--- src/rtl/ctrl_pkg.sv ---
// rtl/ctrl_pkg.sv - opcode encodings, control word tables and FSM states for the sequencer
package ctrl_pkg;

  localparam int PCNT_W = 8;

  typedef enum logic {
    S_DECODE = 1'b0,
    S_EXEC   = 1'b1
  } state_t;

  localparam logic [6:0] OP_ALU    = 7'b0010001;
  localparam logic [6:0] OP_LOAD   = 7'b0000011;
  localparam logic [6:0] OP_ALUI   = 7'b0011001;
  localparam logic [6:0] OP_MOV    = 7'b0011000;
  localparam logic [6:0] OP_NOP    = 7'b1100001;
  localparam logic [6:0] OP_STORE  = 7'b1101000;
  localparam logic [6:0] OP_BRANCH = 7'b1100010;

  localparam logic [22:0] WA_ALU    = 23'b01110100000101001100011;
  localparam logic [22:0] WA_LOAD   = 23'b01110101000100001100011;
  localparam logic [22:0] WA_ALUI   = 23'b01100100000101011100011;
  localparam logic [22:0] WA_MOV    = 23'b01111100000101011100011;
  localparam logic [22:0] WA_NOP    = 23'b00000000000000000000000;
  localparam logic [22:0] WA_STORE  = 23'b01100100000000000100000;
  localparam logic [22:0] WA_BRANCH = 23'b01100100000000011100010;

  localparam logic [22:0] WB_STORE  = 23'b00000000000000000100000;
  localparam logic [22:0] WB_BRANCH = 23'b00000000000000000000010;

  localparam logic [PCNT_W-1:0] PH_SINGLE = 8'd1;
  localparam logic [PCNT_W-1:0] PH_DOUBLE = 8'd2;

  // Table phase counts may exceed what a given instance can sequence.
  function automatic logic [PCNT_W-1:0] clip_phases(input logic [PCNT_W-1:0] p,
                                                     input int unsigned max_p);
    if (p > PCNT_W'(max_p)) return PCNT_W'(max_p);
    return p;
  endfunction

endpackage

--- src/rtl/ctrl_decode_rom.sv ---
// rtl/ctrl_decode_rom.sv - combinational opcode lookup: legality, phase count, both control words
module ctrl_decode_rom
  import ctrl_pkg::*;
#(
  parameter int OPCODE_W   = 7,
  parameter int SIG_W      = 23,
  parameter int MAX_PHASES = 2
) (
  input  logic [OPCODE_W-1:0] opcode,
  output logic                legal,
  output logic [PCNT_W-1:0]   phases,
  output logic [SIG_W-1:0]    word_a,
  output logic [SIG_W-1:0]    word_b
);

  logic [PCNT_W-1:0] raw_phases;

  always_comb begin
    legal      = 1'b1;
    raw_phases = PH_SINGLE;
    word_a     = '0;
    word_b     = '0;
    case (opcode)
      OPCODE_W'(OP_ALU):    word_a = SIG_W'(WA_ALU);
      OPCODE_W'(OP_LOAD):   word_a = SIG_W'(WA_LOAD);
      OPCODE_W'(OP_ALUI):   word_a = SIG_W'(WA_ALUI);
      OPCODE_W'(OP_MOV):    word_a = SIG_W'(WA_MOV);
      OPCODE_W'(OP_NOP):    word_a = SIG_W'(WA_NOP);
      OPCODE_W'(OP_STORE): begin
        word_a     = SIG_W'(WA_STORE);
        word_b     = SIG_W'(WB_STORE);
        raw_phases = PH_DOUBLE;
      end
      OPCODE_W'(OP_BRANCH): begin
        word_a     = SIG_W'(WA_BRANCH);
        word_b     = SIG_W'(WB_BRANCH);
        raw_phases = PH_DOUBLE;
      end
      default: legal = 1'b0;
    endcase
  end

  assign phases = clip_phases(raw_phases, MAX_PHASES);

endmodule

--- src/rtl/ctrl_seq_unit.sv ---
// rtl/ctrl_seq_unit.sv - sequenced opcode-to-control-word decoder with stall, flush and idle policy
module ctrl_seq_unit
  import ctrl_pkg::*;
#(
  parameter int OPCODE_W     = 7,
  parameter int SIG_W        = 23,
  parameter int MAX_PHASES   = 2,
  parameter bit HOLD_ON_IDLE = 1'b0,
  localparam int PH_W        = (MAX_PHASES > 1) ? $clog2(MAX_PHASES) : 1
) (
  input  logic                clk,
  input  logic                reset,
  input  logic [OPCODE_W-1:0] opcode,
  input  logic                op_valid,
  output logic                op_ready,
  input  logic                stall,
  input  logic                flush,
  output logic [SIG_W-1:0]    signals,
  output logic                sig_valid,
  output logic                illegal,
  output logic [PH_W-1:0]     phase
);

  state_t              state;
  logic [OPCODE_W-1:0] op_q;
  logic [PH_W-1:0]     cnt;

  logic [OPCODE_W-1:0] rom_op;
  logic                rom_legal;
  logic [PCNT_W-1:0]   rom_phases;
  logic [SIG_W-1:0]    rom_word_a;
  logic [SIG_W-1:0]    rom_word_b;
  logic [PH_W-1:0]     last_ph;
  logic                accept;

  // One ROM serves both states: no accept can happen while sequencing.
  assign rom_op   = (state == S_EXEC) ? op_q : opcode;
  assign last_ph  = PH_W'(rom_phases - 8'd1);
  assign op_ready = (state == S_DECODE) && !stall && !flush && reset;
  assign accept   = op_valid && op_ready;

  ctrl_decode_rom #(
    .OPCODE_W  (OPCODE_W),
    .SIG_W     (SIG_W),
    .MAX_PHASES(MAX_PHASES)
  ) u_rom (
    .opcode(rom_op),
    .legal (rom_legal),
    .phases(rom_phases),
    .word_a(rom_word_a),
    .word_b(rom_word_b)
  );

  always_ff @(posedge clk or negedge reset) begin
    if (!reset) begin
      state     <= S_DECODE;
      op_q      <= '0;
      cnt       <= '0;
      signals   <= '0;
      sig_valid <= 1'b0;
      illegal   <= 1'b0;
      phase     <= '0;
    end else if (flush) begin
      state     <= S_DECODE;
      cnt       <= '0;
      signals   <= '0;
      sig_valid <= 1'b0;
      illegal   <= 1'b0;
      phase     <= '0;
    end else if (!stall) begin
      if (state == S_DECODE) begin
        phase <= '0;
        if (accept && rom_legal) begin
          signals   <= rom_word_a;
          sig_valid <= 1'b1;
          illegal   <= 1'b0;
          op_q      <= opcode;
          if (rom_phases > 8'd1) begin
            state <= S_EXEC;
            cnt   <= PH_W'(1);
          end
        end else if (accept) begin
          signals   <= '0;
          sig_valid <= 1'b0;
          illegal   <= 1'b1;
        end else begin
          sig_valid <= 1'b0;
          illegal   <= 1'b0;
          if (!HOLD_ON_IDLE) signals <= '0;
        end
      end else begin
        signals   <= rom_word_b;
        sig_valid <= 1'b1;
        illegal   <= 1'b0;
        phase     <= cnt;
        if (cnt == last_ph) begin
          state <= S_DECODE;
          cnt   <= '0;
        end else begin
          cnt <= cnt + PH_W'(1);
        end
      end
    end
  end

endmodule

--- config.mk ---
export PLATFORM = sky130hd
export DESIGN_NAME = ctrl_seq_unit
export DESIGN_NICKNAME = d
export VERILOG_FILES = /design/src/rtl/ctrl_pkg.sv /design/src/rtl/ctrl_decode_rom.sv /design/src/rtl/ctrl_seq_unit.sv
export SDC_FILE = /design/constraint.sdc
export NUM_CORES = 1
export LEC_CHECK = 0
export ABC_AREA = 1
export BUFFER_PORTS_ARGS = -buffer_cell sky130_fd_sc_hd__buf_2
export CAP_MARGIN = 30
export CORE_ASPECT_RATIO = 0.7
export CORE_UTILIZATION = 52
export CTS_CLUSTER_SIZE = 40
export DETAILED_ROUTE_END_ITERATION = 8
export PLACE_DENSITY = 0.79
export SYNTH_ARGS = -nofsm -noshare
export SYNTH_HDL_FRONTEND = slang
export SYNTH_SLANG_ARGS = --single-unit
--- constraint.sdc ---
create_clock -name clk -period 1.8 [get_ports clk]
set_input_delay 0.54 -clock clk [delete_from_list [all_inputs] [get_ports clk]]
set_output_delay 0.54 -clock clk [all_outputs]
set_load 0.05 [all_outputs]
==> impl_metrics.csv, run 1 <==
group,metric,value,unit
worst_setup_path,r2r-end,"state",
worst_setup_path,slowest_delay,0.47,ns
floorplan,num_rows,15,
clock_tree,cts.sinks,22,
timing,min_period,1.86,ns
power,p_per_area,529,nW/µm²
cells_and_area,antenna_cells,0,
placement,portBuffers,28,
worst_setup_path,start_kind,"flop",
drt,drtPass1Iterations,4,
worst_setup_path,cp_slowest_cell,"dfrtp_2",
placement,place_ws,-0.211,ns
clock_tree,clockBufferDepth,2,
drt,drc_errors,0,
floorplan,die_w,64.8,µm
worst_setup_path,crit_path_frequent_cell,"nand2_1",
floorplan,design.die.area,2980,µm²
logic_synthesis,synth.distinct_cells,26,
timing,slew_viol_final,0,
run,drv_cap,0,
grt,grt_pass1_vias,1221,
drt,drt-wirelength-per-cell,14.3,µm
cells_and_area,layout.nets,268,
worst_setup_path,path_cells,"buf_4 -> nand2_1 -> nand2_1 -> nand2_1 -> nor2_4 -> nand2_2 -> nand2_4 -> ha_4 -> nand2_2 -> a21oi_2 -> o21ai_2",
power,p_total,1060,µW
logic_synthesis,syn_area_per_cell,7.45,µm²
drt,vias_per_cell,5.06,
cells_and_area,final_util,0.789,
timing,fin_crit_sh,1.03,
hold_path,hold_path.class,"in2async",
cells_and_area,design_area,2000,µm²
worst_setup_path,cp.arrival,2.04,ns
grt,grt_use_total,0.252,
worst_setup_path,path_max_fanout,5,
timing,hold_viol,0,
clock_tree,clk_pin_slew,0.07,ns
clock_tree,root_buffer,"clkbuf_8",
worst_setup_path,critical_path_class,"reg2reg",
logic_synthesis,yosysSeqAreaShare,0.383,
grt,grt-ovfl-total,0,
drt,drt_iter0_drc,82,
floorplan,initial_utilization,0.567,
placement,gp_congestion,0.889,
worst_setup_path,end_kind,"flop",
power,leakage,0.00112,µW
drt,num_vias,1452,
logic_synthesis,syn_inst,193,
placement,dp_hpwl,2.47,mm
worst_setup_path,worstRegToRegCells,11,
logic_synthesis,ys_warn_count,0,
drt,totalWireLength,4.11,mm
clock_tree,cts_hold_buffers,0,
cells_and_area,drive_above_1_share,0.494,
worst_setup_path,path_buf_inv,1,
timing,fin_ws,-0.0623,ns
placement,place_area,1710,µm²
logic_synthesis,ys_ff_latch,22,
cells_and_area,area_growth_syn_to_layout,39.0,%
grt,grt_max_degree,23,
grt,antenna_found_initial,0,
timing,max_freq,537,MHz
floorplan,num_io_pins,39,
clock_tree,cts_max_level,1,
clock_tree,cts_inserted_buffers,3,
timing,fin_hold_ws,0.290,ns
floorplan,die_h,46.0,µm
worst_setup_path,r2r_start,"state",
timing,skew,0.00219,ns
clock_tree,cts_tree,"yes",
worst_setup_path,crit_required,1.98,ns
timing,finalSetupViolCount,10,
run_status,violations,"setup timing",
run_status,outcome,"finished with violations",
logic_synthesis,syn_area,1440,µm²
worst_setup_path,rrSetupSlack,-0.06,ns
timing,rsz0062_at_grt,"yes",
worst_setup_path,path_delay_family,"simple AND/OR/NAND/NOR gates",
floorplan,core,2530,µm²
drt,ant_nets,0,
power,peakVddDrop,0.000582,V
grt,grt_pass1_wl,5.46,mm
cells_and_area,nFillCells,164,
clock_tree,insertion_delay,0.25,ns
==> kinds of logic after synthesis <==
family	synth area share
simple gates	0.353
flops	0.383
other cells	0.00261
fa+ha+maj	0.00870
compound gates	0.0905
buf+inv	0.162
==> cell usage after synthesis <==
cell | number | share of area
a21oi_1 | 4 | 0.014
a21oi_2 | 2 | 0.012
a32o_1 | 1 | 0.0070
and2_1 | 1 | 0.0044
and3_1 | 1 | 0.0044
buf_4 | 13 | 0.068
buf_6 | 3 | 0.023
buf_8 | 1 | 0.010
clkbuf_1 | 1 | 0.0026
conb_1 | 1 | 0.0026
dfrtp_1 | 22 | 0.38
ha_1 | 1 | 0.0087
inv_1 | 17 | 0.044
inv_2 | 2 | 0.0052
inv_8 | 1 | 0.0078
nand2_1 | 74 | 0.19
nand2_2 | 11 | 0.048
nand2_4 | 2 | 0.016
nand3_1 | 7 | 0.024
nor2_1 | 7 | 0.018
nor2_2 | 7 | 0.030
nor2_4 | 1 | 0.0078
nor3_2 | 1 | 0.0070
o21ai_0 | 4 | 0.014
o21ai_1 | 2 | 0.0070
o21ai_2 | 6 | 0.037
==> layer usage <==
layer / share of wire / GRT usage
met1: 0.42 / 0.316
met3: 0.052 / 0.0625
met2: 0.51 / 0.433
met4: 0.024 / 0.0844
met5: 0 / 0
==> placed cells by master, fill, tap and decap left out, drive strengths merged <==
| cell | Yosys | final |
|---|---|---|
| o21ai | 12 | 12 |
| nor3 | 1 | 1 |
| nand2 | 87 | 88 |
| clkbuf | 1 | 3 |
| a21oi | 6 | 6 |
| nand3 | 7 | 7 |
| buf | 17 | 65 |
| nor2 | 15 | 15 |
| a32o | 1 | 1 |
| inv | 20 | 20 |
| and2 | 1 | 1 |
| and3 | 1 | 1 |
| conb | 1 | 10 |
| dfrtp | 22 | 22 |
| ha | 1 | 1 |
==> worst register-to-register path, stage by stage, from the launching register on <==
cell and delay (ns):
dfrtp_2 0.47, buf_4 0.15, nand2_1 0.05, nand2_1 0.11, nand2_1 0.11, nor2_4 0.18, nand2_2 0.11, nand2_4 0.11
ha_4 0.21, nand2_2 0.07, a21oi_2 0.06, o21ai_2 0.15
==> repair_timing <==
| action | 4_1_cts | 5_1_grt |
|---|---|---|
| gates resized for setup | 12 | 34 |
| pin swaps | 2 | 11 |
| setup buffers | 4 | 6 |
| setup endpoints to repair | 20 | 17 |
| cloned | 0 | 1 |
==> how the worst max path moves through the flow <==
stage	startpoint	endpoint	depth (start not counted)
final	state	state	11
after global routing	state	state	11
after CTS	state	op_ready	4
after detailed placement	state	state	10
after global placement	state	state	10
after floorplan	state	cnt	9
==> layout make-up <==
cell class	count	area (µm²)	area share
inverter	20	82.6	0.0413
tap	34	42.5	0.0213
timing repair buffer	65	454	0.227
clock buffer	3	41.3	0.0207
sequential	22	552	0.276
multi-input combinational	143	826	0.413
==> sequential cells by signal, summed over array words and instances (netlist names) <==
name,count
sig_valid,1
op_q,7
state,1
illegal,1
signals,10
cnt,1
phase,1
==> power by group <==
group / switching (µW) / internal (µW) / leakage (µW)
registers: 13.3 / 513 / 0.000289
logic: 164 / 74.5 / 0.000814
clock network: 143 / 149 / 0.0000216
total: 320 / 737 / 0.00112
==> metrics by stage <==
step                      TNS (ns)  instances
after detailed placement     -1.36        273
after floorplan                  0        202
after global placement      -0.336        273
final                       -0.422        287
after CTS                  -0.0411        280
after global routing         -1.47        287
No activity file was read; power rests on OpenSTA's default activity.
==> run 2, diff against run 1 <==
- CELL_PAD_IN_SITES_DETAIL_PLACEMENT: unset -> 2
- CELL_PAD_IN_SITES_GLOBAL_PLACEMENT: unset -> 2
- CORE_UTILIZATION: 52 -> 28
- PLACE_DENSITY: 0.79 -> unset
- PLACE_DENSITY_LB_ADDON: unset -> 0.1
==> impl_metrics.csv, run 2 (synthesized netlist as in run 1, its figures left out) <==
group,metric,value,unit
run_status,outcome,"finished with violations",
run_status,violations,"setup timing",
power,p_total,1320,µW
power,p_sw_frac,0.313,
drt,vias_per_cell,4.56,
drt,ant_nets,0,
floorplan,core,4860,µm²
grt,antenna_found_initial,1,
clock_tree,cts_inserted_buffers,3,
timing,max_freq,508,MHz
drt,totalWireLength,6.77,mm
grt,grt_pass1_vias,1514,
timing,fin_ws,-0.170,ns
timing,fin_crit_sh,1.09,
cells_and_area,nFillCells,537,
timing,max_slew_margin,0.616,
floorplan,num_io_pins,39,
cells_and_area,final_cells,331,
worst_setup_path,start_kind,"flop",
floorplan,num_rows,21,
cells_and_area,area_growth_syn_to_layout,64.6,%
worst_setup_path,end_kind,"primary output",
clock_tree,clockBufferDepth,2,
power,p_seq_frac,0.404,
placement,dp_hpwl,3.58,mm
worst_setup_path,critical_path_class,"reg2out",
placement,portBuffers,28,
floorplan,die_w,87.6,µm
timing,worstMarginPinSlew,0.574,ns
placement,gp_congestion,0.823,
worst_setup_path,path_max_fanout,8,
cells_and_area,layout.nets,275,
clock_tree,insertion_delay,0.28,ns
power,p_per_area,559,nW/µm²
cells_and_area,largest_reg_flops,10,
timing,skew,0.00861,ns
power,internal_power,908,µW
drt,drtPass1Iterations,2,
grt,grt_max_degree,23,
clock_tree,cts_max_level,1,
clock_tree,cts_tree,"yes",
drt,drt-wirelength-per-cell,20.5,µm
worst_setup_path,cp.arrival,1.43,ns
hold_path,hold_path.class,"in2async",
run,drv_cap,0,
clock_tree,cts.sinks,22,
cells_and_area,final_util,0.487,
timing,finalSetupViolCount,21,
power,power_switching,414,µW
grt,grt_use_total,0.202,
drt,num_vias,1511,
timing,rsz0062_at_grt,"yes",
placement,dp.cells,308,
clock_tree,clk_pin_slew,0.09,ns
cells_and_area,top_regs,"signals (10), op_q (7)",
power,p_comb_frac,0.228,
floorplan,design.die.area,5430,µm²
power,leakage,0.00124,µW
timing,slew_viol_final,0,
cells_and_area,drive_above_1_share,0.628,
floorplan,initial_utilization,0.296,
cells_and_area,layout_common_cells,"nand2_1 (37), nand2_2 (33), buf_4 (30)",
floorplan,die_h,62.0,µm
timing,hold_viol,0,
grt,grt-ovfl-total,0,
cells_and_area,final_common_cell,"nand2_1",
placement,place_area,1760,µm²
cells_and_area,design_area,2370,µm²
cells_and_area,regMostFlops,"signals",
drt,drc_errors,0,
power,power_frac_clock,0.368,
clock_tree,root_buffer,"clkbuf_8",
worst_setup_path,crit_required,1.26,ns
drt,drt_iter0_drc,54,
timing,min_period,1.97,ns
power,peakVddDrop,0.000371,V
grt,grt_pass1_wl,7.85,mm
-- run 2: cell types whose count changed in the layout (fill, tap and decap cells not counted), moves of 2 or more --
cell	delta
nand2_1	-26
nand2_8	+2
nand2_2	+13
nand3_1	-2
inv_4	+2
nor2_4	+3
buf_6	+5
nor2_2	-3
nand2_4	+11
-- run 2: worst paths after layout --
| kind | start | to | slack, ns | depth (start not counted) |
|---|---|---|---|---|
| setup reg to reg | state | signals[5] | -0.15 | 12 |
| hold / removal | reset | illegal | 0.32 | 2 |
| hold reg to reg | signals[7] | signals[7] | 0.48 | 2 |
| setup / recovery | state | op_ready | -0.17 | 4 |
| min in group clk | signals[7] | signals[7] | 0.48 | 2 |
| max in group asynchronous | reset | state | 1.22 | 2 |
-- run 2: metrics by stage --
step	hold WS, ns	TNS (ns)	setup slack, ns
2_1_floorplan	0.244	0	0.0781
4_1_cts	0.302	-0.157	-0.0780
5_1_grt	0.318	-3.88	-0.255
6_report	0.323	-1.87	-0.170
3_3_place_gp	0.459	-1.97	-0.204
3_5_place_dp	0.466	-4.69	-0.331
-- run 2: power by group through the flow --
stage | clock, µW | sequential, µW | combinational [µW]
after detailed placement | 0 | 537 | 210
after global routing | 515 | 536 | 321
final | 486 | 534 | 302
after CTS | 482 | 529 | 229
after floorplan | 0 | 536 | 147
after global placement | 0 | 536 | 200
-- run 2: worst max-delay path: stages (launching register included) --
cell	delay (ns)
dfrtp_2	0.53
buf_6	0.18
nor2_4	0.08
and3_4	0.21
buf_8	0.15
-- run 2: cell type report --
type / instances / area (µm²) / area share
clock buffer: 3 / 41.3 / 0.0175
antenna: 1 / 2.50 / 0.00106
clock inverter: 1 / 30.0 / 0.0127
timing repair buffer: 71 / 531 / 0.224
inverter: 20 / 85.1 / 0.0360
multi-input combinational: 143 / 1030 / 0.436
tap: 69 / 86.3 / 0.0365
timing repair inverter: 1 / 6.26 / 0.00264
sequential: 22 / 552 / 0.233
-- run 2: metal layers --
metal	wire length (µm)	GRT usage
met2	3330	0.377
met5	0	0
met3	209	0.0423
met1	3170	0.251
met4	58	0.0258
-- run 2: timing repair --
action | CTS | global route
setup buffers | 7 | 9
endpoints found under the setup margin | 22 | 22
pin swaps | 6 | 33
resized for setup | 20 | 83
cloned | 1 | 1
hold buffers | 0 | 0
==> run 3, diff against run 2 <==
- ABC_AREA: 1 -> unset
- CORE_UTILIZATION: 28 -> 32
==> impl_metrics.csv, run 3 <==
group,metric,value,unit
run_status,outcome,"finished with violations",
run_status,violations,"setup timing",
cells_and_area,largest_reg_flops,10,
worst_setup_path,crit_required,1.95,ns
power,internal_power,917,µW
logic_synthesis,ys_warn_count,0,
power,p_seq_frac,0.401,
cells_and_area,drive_above_1_share,0.629,
drt,drt-wirelength-per-cell,26.2,µm
cells_and_area,antenna_cells,0,
clock_tree,cts_tree,"yes",
clock_tree,cts.sinks,22,
cells_and_area,layout_common_cells,"buf_4 (41), buf_2 (27), dfrtp_1 (21)",
logic_synthesis,yosys-top-cells-area,"dfrtp_1 (39%), buf_4 (7.5%), mux2_4 (5.3%)",
timing,hold_viol,0,
timing,skew,0.0163,ns
logic_synthesis,synth_top_area_frac,0.392,
grt,busiest_layer,"met2",
grt,grt_use_total,0.267,
logic_synthesis,async_reset_ff_frac,1.00,
power,power_switching,397,µW
timing,tns,-7.94,ns
drt,totalWireLength,6.86,mm
logic_synthesis,syn_area_per_cell,10.3,µm²
grt,grt_max_degree,23,
grt,grt_pass1_wl,8.84,mm
power,p_comb_frac,0.233,
timing,rsz0062_at_grt,"yes",
clock_tree,cts_max_level,1,
placement,dp_hpwl,3.62,mm
power,peakVddDrop,0.000354,V
placement,place_ws,-0.571,ns
clock_tree,insertion_delay,0.28,ns
worst_setup_path,rrSetupSlack,-0.53,ns
logic_synthesis,syn_inst,136,
placement,place_area,1770,µm²
worst_setup_path,startpoint,"state",
power,p_total,1310,µW
grt,antenna_found_initial,0,
power,leakage,0.00110,µW
worst_setup_path,start_kind,"flop",
power,p_per_area,584,nW/µm²
logic_synthesis,ys.flop_type,"dfrtp_1",
cells_and_area,top_regs,"signals (10), op_q (7)",
timing,fin_ws,-0.530,ns
grt,met3_usage,0.0480,
floorplan,die_h,57.4,µm
timing,slew_viol_final,0,
run,drv_cap,0,
clock_tree,root_buffer,"clkbuf_8",
logic_synthesis,yosysTopAreaCell,"dfrtp_1",
worst_setup_path,r2r_start,"state",
drt,num_vias,1422,
drt,vias_per_cell,5.43,
grt,grt_util_met1,0.349,
logic_synthesis,synth.distinct_cells,50,
logic_synthesis,synth-edff-count,0,
cells_and_area,area_growth_syn_to_layout,60.2,%
worst_setup_path,worstRegToRegCells,9,
floorplan,num_rows,19,
timing,fin_crit_sh,1.29,
floorplan,core,4070,µm²
cells_and_area,design_area,2250,µm²
worst_setup_path,path_max_fanout,4,
floorplan,die_w,81.2,µm
grt,grt-ovfl-total,0,
placement,gp_congestion,0.893,
grt,grt_pass1_vias,1515,
placement,portBuffers,28,
floorplan,design.die.area,4660,µm²
logic_synthesis,syn_area,1400,µm²
drt,drtPass1Iterations,4,
cells_and_area,final_common_cell,"buf_4",
logic_synthesis,ys_ff_latch,22,
worst_setup_path,r2r-end,"signals[5]",
worst_setup_path,critical_path_class,"reg2reg",
power,p_sw_frac,0.302,
grt,grtUsageMet2,0.465,
cells_and_area,final_util,0.553,
clock_tree,cts_inserted_buffers,3,
clock_tree,clk_pin_slew,0.10,ns
cells_and_area,layout.nets,224,
logic_synthesis,yosysMostFrequentCell,"dfrtp_1",
cells_and_area,regMostFlops,"signals",
clock_tree,clockBufferDepth,2,
power,power_frac_clock,0.366,
logic_synthesis,yosysSeqAreaShare,0.392,
timing,finalSetupViolCount,21,
floorplan,initial_utilization,0.345,
timing,min_period,2.33,ns
worst_setup_path,endpoint,"signals[5]",
hold_path,hold_path.class,"in2async",
timing,max_freq,429,MHz
floorplan,num_io_pins,39,
drt,drc_errors,0,
drt,drt_iter0_drc,77,
logic_synthesis,ys_top_cells_by_count,"dfrtp_1 (22), buf_4 (14), nand2_1 (9), nor2_1 (9)",
worst_setup_path,end_kind,"flop",
worst_setup_path,cp.arrival,2.48,ns
drt,ant_nets,0,
run 3: cell types whose count changed in the layout (fill, tap and decap cells not counted), moves of 5 or more:
| cell | before | now |
|---|---|---|
| buf_4 | 30 | 41 |
| inv_1 | 17 | 7 |
| mux2_4 | 0 | 5 |
| nand2_1 | 37 | 8 |
| nand2_2 | 33 | 1 |
| nand2_4 | 15 | 1 |
| nor2_4 | 9 | 1 |
run 3: how the worst min path moves through the flow:
stage / startpoint / end / slack (ns) / cells past startpoint
after floorplan: reset / cnt / 0.24 / 0
after global placement: signals[19] / signals[19] / 0.46 / 1
after detailed placement: signals[19] / signals[19] / 0.47 / 1
after CTS: reset / op_q[6] / 0.34 / 2
after global routing: reset / signals[5] / 0.36 / 2
final: reset / signals[5] / 0.34 / 2
run 3: metrics by stage:
| stage | hold slack [ns] | cells |
|---|---|---|
| 6_report | 0.342 | 262 |
| 5_1_grt | 0.360 | 262 |
| 2_1_floorplan | 0.244 | 145 |
| 3_3_place_gp | 0.461 | 240 |
| 4_1_cts | 0.342 | 257 |
| 3_5_place_dp | 0.466 | 240 |
run 3: cell type report:
type	count	area (µm²)
Sequential cell	22	552
Timing Repair Buffer	79	583
Multi-Input combinational cell	98	952
Clock inverter	1	30.0
Clock buffer	3	41.3
Fill cell	403	1820
Inverter	7	26.3
Tap cell	52	65.1
run 3: layer usage:
| metal | wire, µm | up-vias |
|---|---|---|
| met1 | 2990 | 748 |
| met5 | 0 | - |
| li1 | - | 616 |
| met2 | 3480 | 52 |
| met3 | 319 | 6 |
| met4 | 71 | 0 |
run 3: critical path: stages (launching register included):
cell      delay, ns
dfrtp_2        0.47
buf_12         0.15
buf_8          0.12
nor4b_4        0.34
buf_4          0.18
o22ai_2        0.08
o22ai_4        0.25
buf_6          0.17
o21ai_1        0.08
a221oi_1       0.36
run 3: kinds of logic (layout without fill, tap and decap cells):
family,count (synthesis),after routing,share of synthesized area
compound gates,30,31,0.181
xor+xnor,4,4,0.0250
fa+ha+maj,1,1,0.00891
buf+inv,26,90,0.125
flops,22,22,0.392
mux,8,8,0.0758
other cells,1,10,0.00267
simple gates,44,44,0.190
run 3: power groups by stage:
| stage | logic, µW | registers (µW) | clock network (µW) |
|---|---|---|---|
| after floorplan | 145 | 549 | 0 |
| after global placement | 233 | 531 | 0 |
| after detailed placement | 241 | 533 | 0 |
| after CTS | 272 | 524 | 474 |
| after global routing | 318 | 528 | 506 |
| final | 306 | 527 | 480 |
run 3: repair_timing:
item	in CTS	in global routing
setup buffers	12	8
hold buffers	0	0
gates resized for setup	35	24
cloned	1	0
setup endpoints to repair	22	22
pin swaps	14	19
